File: config.mk
export PLATFORM = sky130hd
export DESIGN_NAME = instr_fetch_unit
export DESIGN_NICKNAME = d
export VERILOG_FILES = /design/src/rtl/fetch_pkg.sv /design/src/rtl/fetch_fifo.sv /design/src/rtl/instr_fetch_unit.sv
export SDC_FILE = /design/constraint.sdc
export NUM_CORES = 1
export LEC_CHECK = 0
export ABC_AREA = 1
export CAP_MARGIN = 20
export CORE_ASPECT_RATIO = 2
export CORE_MARGIN = 1.5
export CORE_UTILIZATION = 48
export DETAILED_ROUTE_END_ITERATION = 8
export HOLD_SLACK_MARGIN = 0.08
export PLACE_DENSITY = 0.76
export SLEW_MARGIN = 20
export SYNTH_ARGS = -nofsm -noshare
export SYNTH_HDL_FRONTEND = slang
export SYNTH_SLANG_ARGS = --single-unit
File: constraint.sdc
create_clock -name clk -period 2.5 [get_ports clk]
set_clock_uncertainty 0.05 [all_clocks]
set_input_delay 0.5 -clock clk [delete_from_list [all_inputs] [get_ports clk]]
set_output_delay 0.5 -clock clk [all_outputs]
set_load 0.01 [all_outputs]
File: src/rtl/fetch_pkg.sv
// fetch_pkg: shared types and default widths for the instruction fetch unit.
//   FETCH_ADDR_W / FETCH_DATA_W : default address and instruction widths
//   fetch_state_e               : fetch FSM states
//   fetch_entry_t               : prefetch FIFO entry {pc, instr}
package fetch_pkg;

    localparam int FETCH_ADDR_W = 16;
    localparam int FETCH_DATA_W = 16;

    typedef enum logic [1:0] {IDLE, FETCH, FLUSH} fetch_state_e;

    typedef struct packed {
        logic [FETCH_ADDR_W-1:0] pc;
        logic [FETCH_DATA_W-1:0] instr;
    } fetch_entry_t;

endpackage

File: src/rtl/fetch_fifo.sv
// fetch_fifo: synchronous FIFO with flush, used as the instruction prefetch buffer.
//   clk, rst_n : clock, asynchronous active-low reset
//   flush      : empties the FIFO (wins over push/pop)
//   push, din  : write an entry
//   pop        : drop the head entry
//   head       : head entry, zero while empty
//   count      : current occupancy
module fetch_fifo #(
    parameter int DEPTH = 2,
    parameter int W     = 32
) (
    input  logic                       clk,
    input  logic                       rst_n,
    input  logic                       flush,
    input  logic                       push,
    input  logic                       pop,
    input  logic [W-1:0]               din,
    output logic [W-1:0]               head,
    output logic [$clog2(DEPTH+1)-1:0] count
);

    localparam int AW = $clog2(DEPTH);
    localparam int CW = $clog2(DEPTH+1);

    logic [W-1:0]  mem [DEPTH];
    logic [AW-1:0] rptr, wptr;
    logic          do_pop;

    assign do_pop = pop && count != '0;
    assign head   = count != '0 ? mem[rptr] : '0;

    always_ff @(posedge clk)
        if (push && !flush) mem[wptr] <= din;

    always_ff @(posedge clk or negedge rst_n) begin
        if (!rst_n) begin
            rptr  <= '0;
            wptr  <= '0;
            count <= '0;
        end else if (flush) begin
            rptr  <= '0;
            wptr  <= '0;
            count <= '0;
        end else begin
            if (push) wptr <= wptr + AW'(1);
            if (do_pop) rptr <= rptr + AW'(1);
            count <= count + CW'(push) - CW'(do_pop);
        end
    end

endmodule

File: src/rtl/instr_fetch_unit.sv
// instr_fetch_unit: instruction-memory read initiator with PC, prefetch FIFO and jump redirect.
//   clk, rst_n            : clock, asynchronous active-low reset
//   enable                : fetching permitted while high
//   ADDBUS, RD            : registered read address / strobe to instruction RAM
//   DATAOUT               : RAM read data, valid the cycle after RAM samples RD
//   jump_en, jump_addr    : one-cycle redirect request and target
//   instr_out, instr_pc   : FIFO head instruction and its address
//   instr_valid/ready     : handshake with the decode stage
module instr_fetch_unit
    import fetch_pkg::*;
#(
    parameter int                 ADDR_W     = FETCH_ADDR_W,
    parameter int                 DATA_W     = FETCH_DATA_W,
    parameter int                 DEPTH      = 2,
    parameter int                 PC_STEP    = 1,
    parameter logic [ADDR_W-1:0]  START_ADDR = '0
) (
    input  logic              clk,
    input  logic              rst_n,
    input  logic              enable,
    output logic [ADDR_W-1:0] ADDBUS,
    output logic              RD,
    input  logic [DATA_W-1:0] DATAOUT,
    input  logic              jump_en,
    input  logic [ADDR_W-1:0] jump_addr,
    output logic [DATA_W-1:0] instr_out,
    output logic [ADDR_W-1:0] instr_pc,
    output logic              instr_valid,
    input  logic              instr_ready
);

    localparam int CW = $clog2(DEPTH+1);

    fetch_state_e              state;
    logic [ADDR_W-1:0]         pc, req_addr;
    logic                      inflight, squash, pop, push, issue;
    logic [CW-1:0]             count;
    logic [ADDR_W+DATA_W-1:0]  head;

    assign pop  = instr_valid && instr_ready && !jump_en;
    assign push = inflight && !squash && !jump_en;
    // Credit counts every read not yet landed in the FIFO: one just strobed (RD)
    // and one whose data is on DATAOUT now (inflight).
    assign issue = state == FETCH && !jump_en &&
                   (int'(count) + int'(inflight) + int'(RD) - int'(pop)) < DEPTH;

    assign instr_valid = count != '0;
    assign instr_pc    = head[ADDR_W+DATA_W-1:DATA_W];
    assign instr_out   = head[DATA_W-1:0];

    always_ff @(posedge clk or negedge rst_n) begin
        if (!rst_n) begin
            state    <= IDLE;
            pc       <= START_ADDR;
            ADDBUS   <= START_ADDR;
            RD       <= 1'b0;
            inflight <= 1'b0;
            squash   <= 1'b0;
            req_addr <= '0;
        end else begin
            RD       <= issue;
            inflight <= RD;
            req_addr <= ADDBUS;
            if (issue) begin
                ADDBUS <= pc;
                pc     <= pc + ADDR_W'(PC_STEP);
            end
            if (jump_en) begin
                pc    <= jump_addr;
                state <= FLUSH;
                // A response landing on this edge is dropped by the flush itself;
                // only a read strobed right now still has data coming next cycle.
                squash <= RD;
            end else begin
                state <= enable ? FETCH : IDLE;
                if (inflight) squash <= 1'b0;
            end
        end
    end

    fetch_fifo #(
        .DEPTH(DEPTH),
        .W    (ADDR_W + DATA_W)
    ) u_fifo (
        .clk  (clk),
        .rst_n(rst_n),
        .flush(jump_en),
        .push (push),
        .pop  (pop),
        .din  ({req_addr, DATAOUT}),
        .head (head),
        .count(count)
    );

endmodule
# After elaboration in Yosys (flattened, before gate mapping)
# Memories as Yosys holds them, arrays and structs flattened.
# Index checks and enable logic that the tools add are counted.
# op_classes
n_lt_le_gt_ge	1
muxes	14
n_reduce_logical	15
addsub	8
n_eq_ne	1
# ops
cell	count
two-way mux 16 bit	2
two-way mux 32 bit	1
adder 16 x 1 -> 16 bit (second input constant)	1
nonzero test 2 bit	5
two-way mux 1 bit	9
logical AND 1 bit	8
less-than comparator 5 x 3 -> 1 bit (second input constant)	1
subtractor 4 x 1 -> 5 bit	1
adder 3 x 1 -> 4 bit	1
two-way mux 2 bit	2
adder 2 x 1 -> 3 bit	1
adder 1 bit (second input constant)	2
adder 2 x 1 -> 2 bit	1
equality test 2 x 1 -> 1 bit (second input constant)	1
logical NOT 1 bit	2
subtractor 2 x 1 -> 2 bit	1
# word_totals
ramBits	64
elab_cells	50
output_inout_bits	50
n_memories	1
inputBits	37
regBits	57
# memory_table
name	words	word_bits	read_ports	rd_ports_with_merged_regs	write_ports	line	text
u_fifo.mem	2	32	1	0	1	fetch_fifo.sv:25	logic [W-1:0] mem [DEPTH];

# Longest topological paths before layout
# Gate-level depths: netlist of run 1.
# depth
depth_word	8
depth_mapped	17
mapped_depth_nobuf	16

# Modules after synthesis
# Synthesis of run 1 repeated with hierarchy kept, for this count alone.
# unflattened
hier_cells	489
hier_area_um2	5287.6
# modules_own_cells
mod	instances	area_each_um2	cells_per_inst	seq_area_each_um2
fetch_fifo	1	2753.9	204	2021.9
instr_fetch_unit	1	2533.7	285	1326.3

# Least setup slack after synthesis of run 1
# Ideal clock, no wire load.
# synth_path
path_kind	input to register
startpoint	input port jump_en
endpoint	register pc[14]
arrival_time_ns	2.701
n_path_buf	3
path_stages	17
slack_ns	-0.375
required_time_ns	2.326
setup_ns	0.124
cell_sequence	buf_6 > clkbuf_1 > nor3_1 > ha_1 > inv_1 > ha_1 > nand2_1 > nand2_2 > fa_1 > inv_1 > ha_1 > inv_1 > nand2_1 > nand2_4 > buf_6 > nand3_2 > nand3_1
# synth_between
elab_chain_cells	6
elab_cells_between_ends	8
classes_between	add/sub: 1; order compare: 1; mux: 1; reduce/logical: 5
# synth_rtl
item	line	text
start, declared	instr_fetch_unit.sv:24	input logic jump_en,
logical NOT 1 bit	instr_fetch_unit.sv:40, instr_fetch_unit.sv:44	
logical AND 1 bit	instr_fetch_unit.sv:40	assign pop = instr_valid && instr_ready && !jump_en;
subtractor 4 x 1 -> 5 bit	instr_fetch_unit.sv:45	(int'(count) + int'(inflight) + int'(RD) - int'(pop)) < DEPTH;
less-than comparator 5 x 3 -> 1 bit	instr_fetch_unit.sv:45	
logical AND 1 bit	instr_fetch_unit.sv:44	assign issue = state == FETCH && !jump_en &&
nonzero test 2 bit (no line)	--	
end signal, assigned	instr_fetch_unit.sv:66	pc <= pc + ADDR_W'(PC_STEP);
end signal, assigned	instr_fetch_unit.sv:69	pc <= jump_addr;
end, declared	instr_fetch_unit.sv:35	logic [ADDR_W-1:0] pc, req_addr;
# Parallel ways exist; a longest one is shown, timed or not.
# A chain may end at the register's enable or synchronous reset.

# Worst setup path in the final report of run 1
# layout_path
startpoint	register u_fifo.count[0]
endpoint	register pc[6]
# layout_between
elab_chain_cells	7
elab_cells_between_ends	9
classes_between	add/sub: 3; order compare: 1; reduce/logical: 5
# layout_rtl
item	line	text
start, declared	fetch_fifo.sv:19	output logic [$clog2(DEPTH+1)-1:0] count
start signal, assigned	fetch_fifo.sv:47	count <= count + CW'(push) - CW'(do_pop);
branches (longest 3 deep; another with adder 3 x 1 -> 4 bit)	--	
subtractor 4 x 1 -> 5 bit *	instr_fetch_unit.sv:45	
less-than comparator 5 x 3 -> 1 bit *	instr_fetch_unit.sv:45	
logical AND 1 bit *	instr_fetch_unit.sv:44	
nonzero test 2 bit (no line) *	--	
# Mark *: on every way between the ends.

==> results.yml, run 1 <==
run:
  cap_violations: 0
floorplanning:
  die_h_um: 149.0
  rows: 53
  die-area_um2: 11330
  io_pins: 87
  initial_core_util_pct: 48.85
  core-area_um2: 10480
  die_x_um: 76.02
synth:
  synth_nets: 529
  ys_warn_count: 0
  syn_area_um2: 5119
  synth_top_cell_by_area: "edfxtp_1"
  syn_inst: 482
  ys_seq_elements: 121
  synth_top_area_share_pct: 37.55
  ys_seq_area_share_pct: 65.41
  synth.avg_cell_area_um2: 10.62
  ys_async_sr_fraction_pct: 47.11
  synth_edf_count: 64
  synth.distinct_cells: 28
  yosys-top-cells-area: "edfxtp_1, dfrtp_1, nand2_1"
  synthFlopType: "edfxtp_1"
cts:
  cts_num_sinks: 121
  ctsHoldBuffers: 0
  h-tree-depth: 4
  cts_buffer_depth: 2
  cts_buffers: 17
  clock-root-buffer: "clkbuf_16"
  clk_latency_ns: 0.41
  clk_pin_slew_worst_paths_ns: 0.06
  cts_tree: "built"
detailed_routing:
  route.detailed.drc: 0
  wire_per_inst_um: 15.49
  ant_nets: 0
  vias_per_cell: 5.178
  drt_pre_antenna_iters: 5
  finalWirelength_um: 11490
  vias: 3842
  drt_iter0_drc: 155
layout:
  final_common_cell: "nand2_1"
  final_cell_mix: "nand2_1, clkdlybuf4s50_1, edfxtp_1"
  drive_gt1_share_pct: 18.68
  nFillCells: 799
  num_antenna_cells: 0
  stdcell_area_um2: 7206
  synthToLayoutAreaGrowth_pct: 40.77
  final_core_util_pct: 68.77
  fin_nets: 639
sta:
  fin_ws_ns: -0.09719
  worst_slew_pin_slew_ns: 0.7204
  finalHoldViolCount: 0
  rsz0062_at_grt: "yes"
  setup_violations: 34
  max_freq_ghz: 0.3850
  period_share_pct: 103.9
  finalMaxSlewViolations: 0
  holdWs_ns: 0.1661
  fin_crit_ns: 2.597
  slew_headroom_pct: 51.98
worst_hold_path:
  hp-class: "in -> async"
global_route:
  grt_remaining_overflow: 0
  antenna_found_initial: 0
  first_global_vias: 3919
  track_usage_pct: 21.33
  grt_max_degree: 58
  grt_pass1_wl_um: 18380
critical_path:
  worstSetupPathType: "reg -> reg"
  worstPathMaxFanout: 18
  critPathArrivalTime_ns: 2.90
  endpoint_kind: "flip-flop"
  cp.required_ns: 2.80
  cp-start-kind: "flip-flop"
place:
  placed_cell_area_um2: 6297
  dpl.hpwl_um: 7386
  io_buffers: 86
  gp_congestion: 0.8969
power:
  cellPowerDensity_nw_per_um2: 779.8
  p_total_mw: 5.619
  leakage_nw: 2.987
  peakVddDrop_uv: 562.9
status:
  outcome: "finished with violations"
  failed_checks: "setup timing"
==> cells by family after synthesis <==
kind of cell / Yosys count / synth area share, %
compound gates: 48 / 5.744
flops: 121 / 65.41
buf+inv: 52 / 4.840
fa+ha+maj: 10 / 2.738
simple gates: 242 / 19.73
xor+xnor: 9 / 1.540
==> power breakdown <==
group          total [mW]  switching, mW  internal (mW)
Clock                2.46          0.854           1.60
Sequential           2.48          0.175           2.31
Combinational       0.678          0.326          0.352
Total                5.62           1.35           4.27
==> synth_stat cells, types with 2 or more instances <==
cell	n
o21ai_2	11
buf_2	3
dfrtp_1	57
nand3_1	40
buf_6	6
inv_1	31
nand4_1	6
xor2_1	8
nand2_1	163
clkbuf_1	9
nand2_2	3
edfxtp_1	64
a21oi_1	33
nor3_1	4
ha_1	8
fa_1	2
buf_1	2
nor2_1	22
==> worst max-delay path, stage by stage (launching register included) <==
cell and delay, ns:
dfrtp_1 0.39, nor2_2 0.16, nor3_2 0.05, ha_1 0.27, inv_1 0.04, ha_1 0.28, nand2_1 0.07, nand2_2 0.07
fa_2 0.34, inv_2 0.07, ha_4 0.12, inv_2 0.04, buf_4 0.13, a21oi_4 0.13, buf_12 0.16, nand2_1 0.07
nand3_1 0.08
==> worst paths after layout <==
kind                                         end  cells past startpoint  slack (ns)                       from
max                            pc[6]$_DFFE_PN0P_                     16        -0.1  u_fifo.count[0]$_DFF_PN0_
min                            pc[6]$_DFFE_PN0P_                      2        0.17                      rst_n
max reg2reg                    pc[6]$_DFFE_PN0P_                     16        -0.1  u_fifo.count[0]$_DFF_PN0_
min reg2reg                req_addr[6]$_DFF_PN0_                      0        0.36      ADDBUS[6]$_DFFE_PN0P_
max in group asynchronous     inflight$_DFF_PN0_                      2        1.73                      rst_n
min in group clk           req_addr[6]$_DFF_PN0_                      0        0.36      ADDBUS[6]$_DFFE_PN0P_
==> sequential cells by signal, summed over array words and instances, names as in the netlist <==
register and cells:
u_fifo.rptr 1, req_addr 16, RD 1, state 2, inflight 1, u_fifo.count 2
ADDBUS 16, squash 1, u_fifo.mem 64, pc 16, u_fifo.wptr 1
==> layer usage <==
metal	track usage [%]	part of all wire (%)	up-vias
li1	-	-	1818
met1	20.27	35	1870
met2	40.45	57	122
met3	5.566	4.0	32
met4	12.59	3.8	0
met5	0	0	-
==> what timing repair did <==
action,CTS,global route
cloned,3,2
resized for setup,23,18
endpoints found under the setup margin,41,66
pin swaps,8,11
setup buffers,3,0
==> area by class of cell <==
class	instances	area [um2]	share of cell area [%]
inverters	31	116.4	1.615
clock buffers	24	536.8	7.449
clock inverters	8	77.57	1.077
multi-input cells	309	1757	24.38
repair buffers	112	1199	16.63
flip-flops and latches	121	3348	46.47
well taps	137	171.4	2.379
==> per-stage QoR <==
stage	std cells	setup WS (ns)	setup TNS (ns)
global route	742	-0.2572	-9.712
CTS	741	-0.1583	-3.385
global placement	703	-0.5809	-18.20
floorplan	482	-0.1894	-5.619
finish	742	-0.09719	-1.959
detailed placement	703	-0.6466	-20.06
Note: power is estimated with default switching activity, not from simulation.
==> run 2: changes to the inputs <==
--- a/config.mk
+++ b/config.mk
@@ -13,6 +13,7 @@
 export DETAILED_ROUTE_END_ITERATION = 8
 export HOLD_SLACK_MARGIN = 0.08
 export PLACE_DENSITY = 0.76
+export REMOVE_ABC_BUFFERS = 1
 export SLEW_MARGIN = 20
 export SYNTH_ARGS = -nofsm -noshare
 export SYNTH_HDL_FRONTEND = slang
==> run 2 against run 1 <==
Net effect: the run still ends with setup timing left; register-to-register slack lost 0.02 ns; critical endpoint is now ADDBUS[4]$_DFFE_PN0P_; critical path depth fell by 1; first-iteration DRC count increased by 70%; sequential power barely moved; global-route usage grew 0.65 points; clock power down 7%; sequential cell count stayed put; power down 3.3%; clock-buffer cell count shrank 3; via count increased by 1.7%; utilization is 0.37 points lower.
==> results.yml, run 2 (synthesis gave the netlist of run 1 again) <==
layout:
  largest_reg_flops: 64
  drive_gt1_share_pct: 20.03
  multi_input_area_um2: 1734
  top_register: "u_fifo.mem"
  final_common_cell: "nand2_1"
  num_antenna_cells: 0
  synthToLayoutAreaGrowth_pct: 40.01
  final_cell_mix: "nand2_1, clkdlybuf4s50_1, edfxtp_1"
  layoutNonFillerInstCount: 746
  fin_nets: 643
  stdcell_area_um2: 7167
  regArea_um2: 3348
  nFillCells: 814
critical_path:
  critPathMaxStageDelay_ns: 0.41
  cp.required_ns: 2.80
  endpoint_kind: "flip-flop"
  cp-start-kind: "flip-flop"
  path_buf_inv: 4
  crit_family: "adder cells"
  critPathArrivalTime_ns: 2.91
  worstPathMaxFanout: 9
  worstSetupPathType: "reg -> reg"
  crit_slowest_cell: "dfrtp_1"
  path_cells: "nor2_4 > nor3_2 > ha_1 > inv_2 > ha_4 > nand2_4 > nand2_4 > fa_2 > inv_2 > ha_4 > inv_4 > a21oi_4 > clkbuf_16 > nand2_1 > nand2_1"
floorplanning:
  rows: 53
  core-area_um2: 10480
  die_x_um: 76.02
  die-area_um2: 11330
  die_h_um: 149.0
  initial_core_util_pct: 48.85
  io_pins: 87
cts:
  h-tree-depth: 4
  clk_latency_ns: 0.41
  cts_tree: "built"
  clk_pin_slew_worst_paths_ns: 0.06
  cts_num_sinks: 121
  cts_buffers: 17
  cts_buffer_depth: 2
  clock-root-buffer: "clkbuf_16"
sta:
  fin_crit_ns: 2.617
  finalHoldViolCount: 0
  slew_headroom_pct: 74.80
  finalMaxSlewViolations: 0
  rsz0062_at_grt: "yes"
  max_freq_ghz: 0.3821
  setup_tns_ns: -2.792
  worst_slew_pin_slew_ns: 0.3780
  setup_violations: 34
  fin_ws_ns: -0.1172
  period_share_pct: 104.7
detailed_routing:
  vias: 3907
  drt_iter0_drc: 263
  ant_nets: 0
  route.detailed.drc: 0
  drt_pre_antenna_iters: 5
  finalWirelength_um: 12620
  vias_per_cell: 5.237
  wire_per_inst_um: 16.91
power:
  p_total_mw: 5.435
  peakVddDrop_uv: 537.4
  leakage_nw: 2.975
  cellPowerDensity_nw_per_um2: 758.3
place:
  pre_cts_ws_ns: -0.8137
  io_buffers: 86
  dpl.cell_count: 705
  dpl.hpwl_um: 7772
  gp_congestion: 0.8873
  placed_cell_area_um2: 6277
global_route:
  track_usage_pct: 21.98
  grt_remaining_overflow: 0
  grt_max_degree: 58
  first_global_vias: 3903
  grt_pass1_wl_um: 18860
  antenna_found_initial: 0
status:
  outcome: "finished with violations"
  failed_checks: "setup timing"
worst_hold_path:
  hp-class: "reg -> reg"
run:
  cap_violations: 0
-- run 2: cell count changes in the layout (fill, tap and decap cells not counted), sizes merged --
cell and delta:
buf +3, clkbuf -3, clkinv +3, bufinv +1, dlygate4sd3 +1, inv -1
-- run 2: worst reg2reg max path: stages, from the launching register on --
cell       delay (ns)
dfrtp_1          0.41
nor2_4           0.15
nor3_2           0.06
ha_1             0.30
inv_2            0.07
ha_4             0.21
nand2_4          0.06
nand2_4          0.06
fa_2             0.36
inv_2            0.08
ha_4             0.13
inv_4            0.04
a21oi_4          0.22
clkbuf_16        0.21
nand2_1          0.06
nand2_1          0.08
-- run 2: area by class of cell --
cell class | instances | area share, %
flip-flops and latches | 121 | 46.72
inverters | 31 | 1.693
clock buffers | 21 | 6.145
well taps | 137 | 2.392
repair buffers | 116 | 17.39
clock inverters | 11 | 1.466
multi-input cells | 309 | 24.20
-- run 2: power breakdown --
| part | leakage (nW) | total (mW) | internal (mW) | switching [mW] |
|---|---|---|---|---|
| logic | 1.41 | 0.687 | 0.345 | 0.342 |
| registers | 1.31 | 2.47 | 2.31 | 0.158 |
| clock network | 0.261 | 2.28 | 1.44 | 0.835 |
| total | 2.97 | 5.43 | 4.10 | 1.34 |
-- run 2: per-layer routing --
layer	up-vias	track usage (%)	routed length [um]
met4	0	12.04	481
met3	35	5.810	504
met2	145	41.71	7433
met1	1904	21.25	4196
met5	-	0	0
li1	1823	-	-
-- run 2: metrics by stage --
stage | hold WS, ns | utilization [%]
2_1_floorplan | 0.1544 | -
3_3_place_gp | 0.3399 | 59.91
3_5_place_dp | 0.3426 | 59.91
4_1_cts | 0.3580 | 66.98
5_1_grt | 0.3806 | 68.40
6_report | 0.3691 | 68.40
-- run 2: path summary, 6_finish.rpt --
| kind | slack (ns) | from | cells after the start | end |
|---|---|---|---|---|
| setup reg to reg | -0.12 | u_fifo.count[0]$_DFF_PN0_ | 15 | ADDBUS[4]$_DFFE_PN0P_ |
| hold / removal | 0.37 | ADDBUS[5]$_DFFE_PN0P_ | 0 | req_addr[5]$_DFF_PN0_ |
| min in group asynchronous | 0.57 | rst_n | 3 | ADDBUS[15]$_DFFE_PN0P_ |
| max in group asynchronous | 1.54 | rst_n | 3 | req_addr[1]$_DFF_PN0_ |
| hold reg to reg | 0.37 | ADDBUS[5]$_DFFE_PN0P_ | 0 | req_addr[5]$_DFF_PN0_ |
| setup / recovery | -0.12 | u_fifo.count[0]$_DFF_PN0_ | 15 | ADDBUS[4]$_DFFE_PN0P_ |
-- run 2: what timing repair did --
action / in CTS / in global routing
endpoints found under the setup margin: 37 / 66
gates cloned: 1 / 2
buffers inserted: 5 / 0
hold endpoints to repair: 57 / 0
pin swaps: 11 / 13
hold buffers: 1 / 0
resized for setup: 35 / 31
==> run 3: changes to the inputs <==
--- a/config.mk
+++ b/config.mk
@@ -10,6 +10,7 @@
 export CORE_ASPECT_RATIO = 2
 export CORE_MARGIN = 1.5
 export CORE_UTILIZATION = 48
+export CTS_BUF_LIST = sky130_fd_sc_hd__clkbuf_16
 export DETAILED_ROUTE_END_ITERATION = 8
 export HOLD_SLACK_MARGIN = 0.08
 export PLACE_DENSITY = 0.76
==> run 3 against run 2 <==
Net effect: the flow still finishes with violations (setup timing); utilization is the same; via count grew 0.18%; final cell count is the same; power decreased by 0.24%; setup slack improved by 0.00091 ns; clock power about the same; register-to-register slack about the same; critical path depth grew 1; routed wire length is essentially flat; clock-buffer cell count fell by 4; fmax about the same; highest routed layer unchanged.
==> results.yml, run 3 (synthesis gave the netlist of run 1 again) <==
layout:
  top_register: "u_fifo.mem"
  final_common_cell: "nand2_1"
  final_cell_mix: "nand2_1, clkdlybuf4s50_1, edfxtp_1"
  synthToLayoutAreaGrowth_pct: 40.01
  num_antenna_cells: 0
  largest_reg_flops: 64
  fin_nets: 643
  drive_gt1_share_pct: 20.03
global_route:
  antenna_found_initial: 0
  grt_remaining_overflow: 0
  grt_max_degree: 58
  grt_pass1_wl_um: 18860
  busiest_layer: "met2"
  first_global_vias: 3903
  grtUsageMet2_pct: 41.71
  grt_use_met1_pct: 21.25
  use_met3_pct: 5.810
  track_usage_pct: 21.98
sta:
  rsz0062_at_grt: "yes"
  finalMaxSlewViolations: 0
  period_share_pct: 104.7
  max_freq_ghz: 0.3822
  setup_tns_ns: -2.791
  worst_slew_pin_slew_ns: 0.3761
  finalHoldViolCount: 0
  setup_violations: 34
  fin_crit_ns: 2.616
  slew_headroom_pct: 74.92
  fin_ws_ns: -0.1163
place:
  pre_cts_ws_ns: -0.8137
  io_buffers: 86
  gp_congestion: 0.8873
  dpl.hpwl_um: 7772
detailed_routing:
  vias_per_cell: 5.247
  vias: 3914
  drt_iter0_drc: 266
  wire_per_inst_um: 16.90
  route.detailed.drc: 0
  finalWirelength_um: 12610
  drt_pre_antenna_iters: 6
  ant_nets: 0
floorplanning:
  rows: 53
  io_pins: 87
  die_h_um: 149.0
  initial_core_util_pct: 48.85
  die_x_um: 76.02
  core-area_um2: 10480
  die-area_um2: 11330
critical_path:
  worstSetupPathType: "reg -> reg"
  critPathArrivalTime_ns: 2.85
  worstPathMaxFanout: 11
  endpoint_kind: "flip-flop"
  rr_startpoint: "u_fifo.count[0]$_DFF_PN0_"
  cp.required_ns: 2.74
  cp-start-kind: "flip-flop"
  crit_start: "u_fifo.count[0]$_DFF_PN0_"
cts:
  cts_buffer_depth: 2
  cts_num_sinks: 121
  clk_pin_slew_worst_paths_ns: 0.05
  clock-root-buffer: "clkbuf_16"
  h-tree-depth: 4
  cts_tree: "built"
  cts_buffers: 17
  clk_latency_ns: 0.41
run:
  cap_violations: 0
status:
  failed_checks: "setup timing"
  outcome: "finished with violations"
power:
  peakVddDrop_uv: 540.1
  cellPowerDensity_nw_per_um2: 756.5
  leakage_nw: 2.991
worst_hold_path:
  hp-class: "reg -> reg"
  min_from: "ADDBUS[10]$_DFFE_PN0P_"
[run 3: path summary, 6_finish.rpt]
kind,depth (start not counted),slack [ns],to
worst max-delay path,16,-0.12,pc[15]$_DFFE_PN0P_
worst min-delay path,0,0.37,req_addr[10]$_DFF_PN0_
worst max register to register,16,-0.12,pc[15]$_DFFE_PN0P_
worst min register to register,0,0.37,req_addr[10]$_DFF_PN0_
max in group asynchronous,3,1.54,req_addr[1]$_DFF_PN0_
min in group asynchronous,3,0.57,ADDBUS[15]$_DFFE_PN0P_
[run 3: layout make-up]
| type | count | area [um2] |
|---|---|---|
| tap | 137 | 171.4 |
| clock inverter | 15 | 120.1 |
| multi-input combinational | 309 | 1734 |
| sequential | 121 | 3348 |
| timing repair buffer | 116 | 1246 |
| fill | 814 | 3311 |
| clock buffer | 17 | 425.4 |
| inverter | 31 | 121.4 |
[run 3: metal layers]
layer	wire (um)	share of wire, %
met1	4212	33
met5	0	0
met4	484	3.8
met3	493	3.9
met2	7419	59
[run 3: critical path, cell delays in order (launching register included)]
cell,delay [ns]
dfrtp_1,0.41
nor2_4,0.15
nor3_2,0.06
ha_1,0.30
inv_2,0.07
ha_4,0.21
nand2_4,0.06
nand2_4,0.06
fa_2,0.36
inv_2,0.08
ha_4,0.13
inv_4,0.04
nand2_4,0.09
nand2_8,0.10
buf_12,0.17
nand3_1,0.06
nand3_1,0.07
[run 3: power breakdown]
group	total [mW]	switching, mW	internal, mW
logic	0.687	0.342	0.345
registers	2.47	0.159	2.31
clock network	2.27	0.839	1.43
[run 3: repair_timing]
action | CTS | global route
pin swaps | 11 | 13
setup buffers | 5 | 0
resized for setup | 35 | 31
endpoints found under the setup margin | 37 | 66
endpoints found under the hold margin | 57 | 0
hold buffers | 1 | 0
gates cloned | 1 | 2
[run 3: per-stage QoR]
stage	power [mW]	utilization, %	area (um2)	hold slack [ns]	cells
finish	5.422	68.40	7167	0.3693	746
floorplan	2.712	-	4987	0.1544	461
CTS	5.389	66.98	7018	0.3580	744
detailed placement	3.104	59.91	6277	0.3426	705
global placement	3.078	59.91	6277	0.3399	705
global route	5.611	68.40	7167	0.3806	746
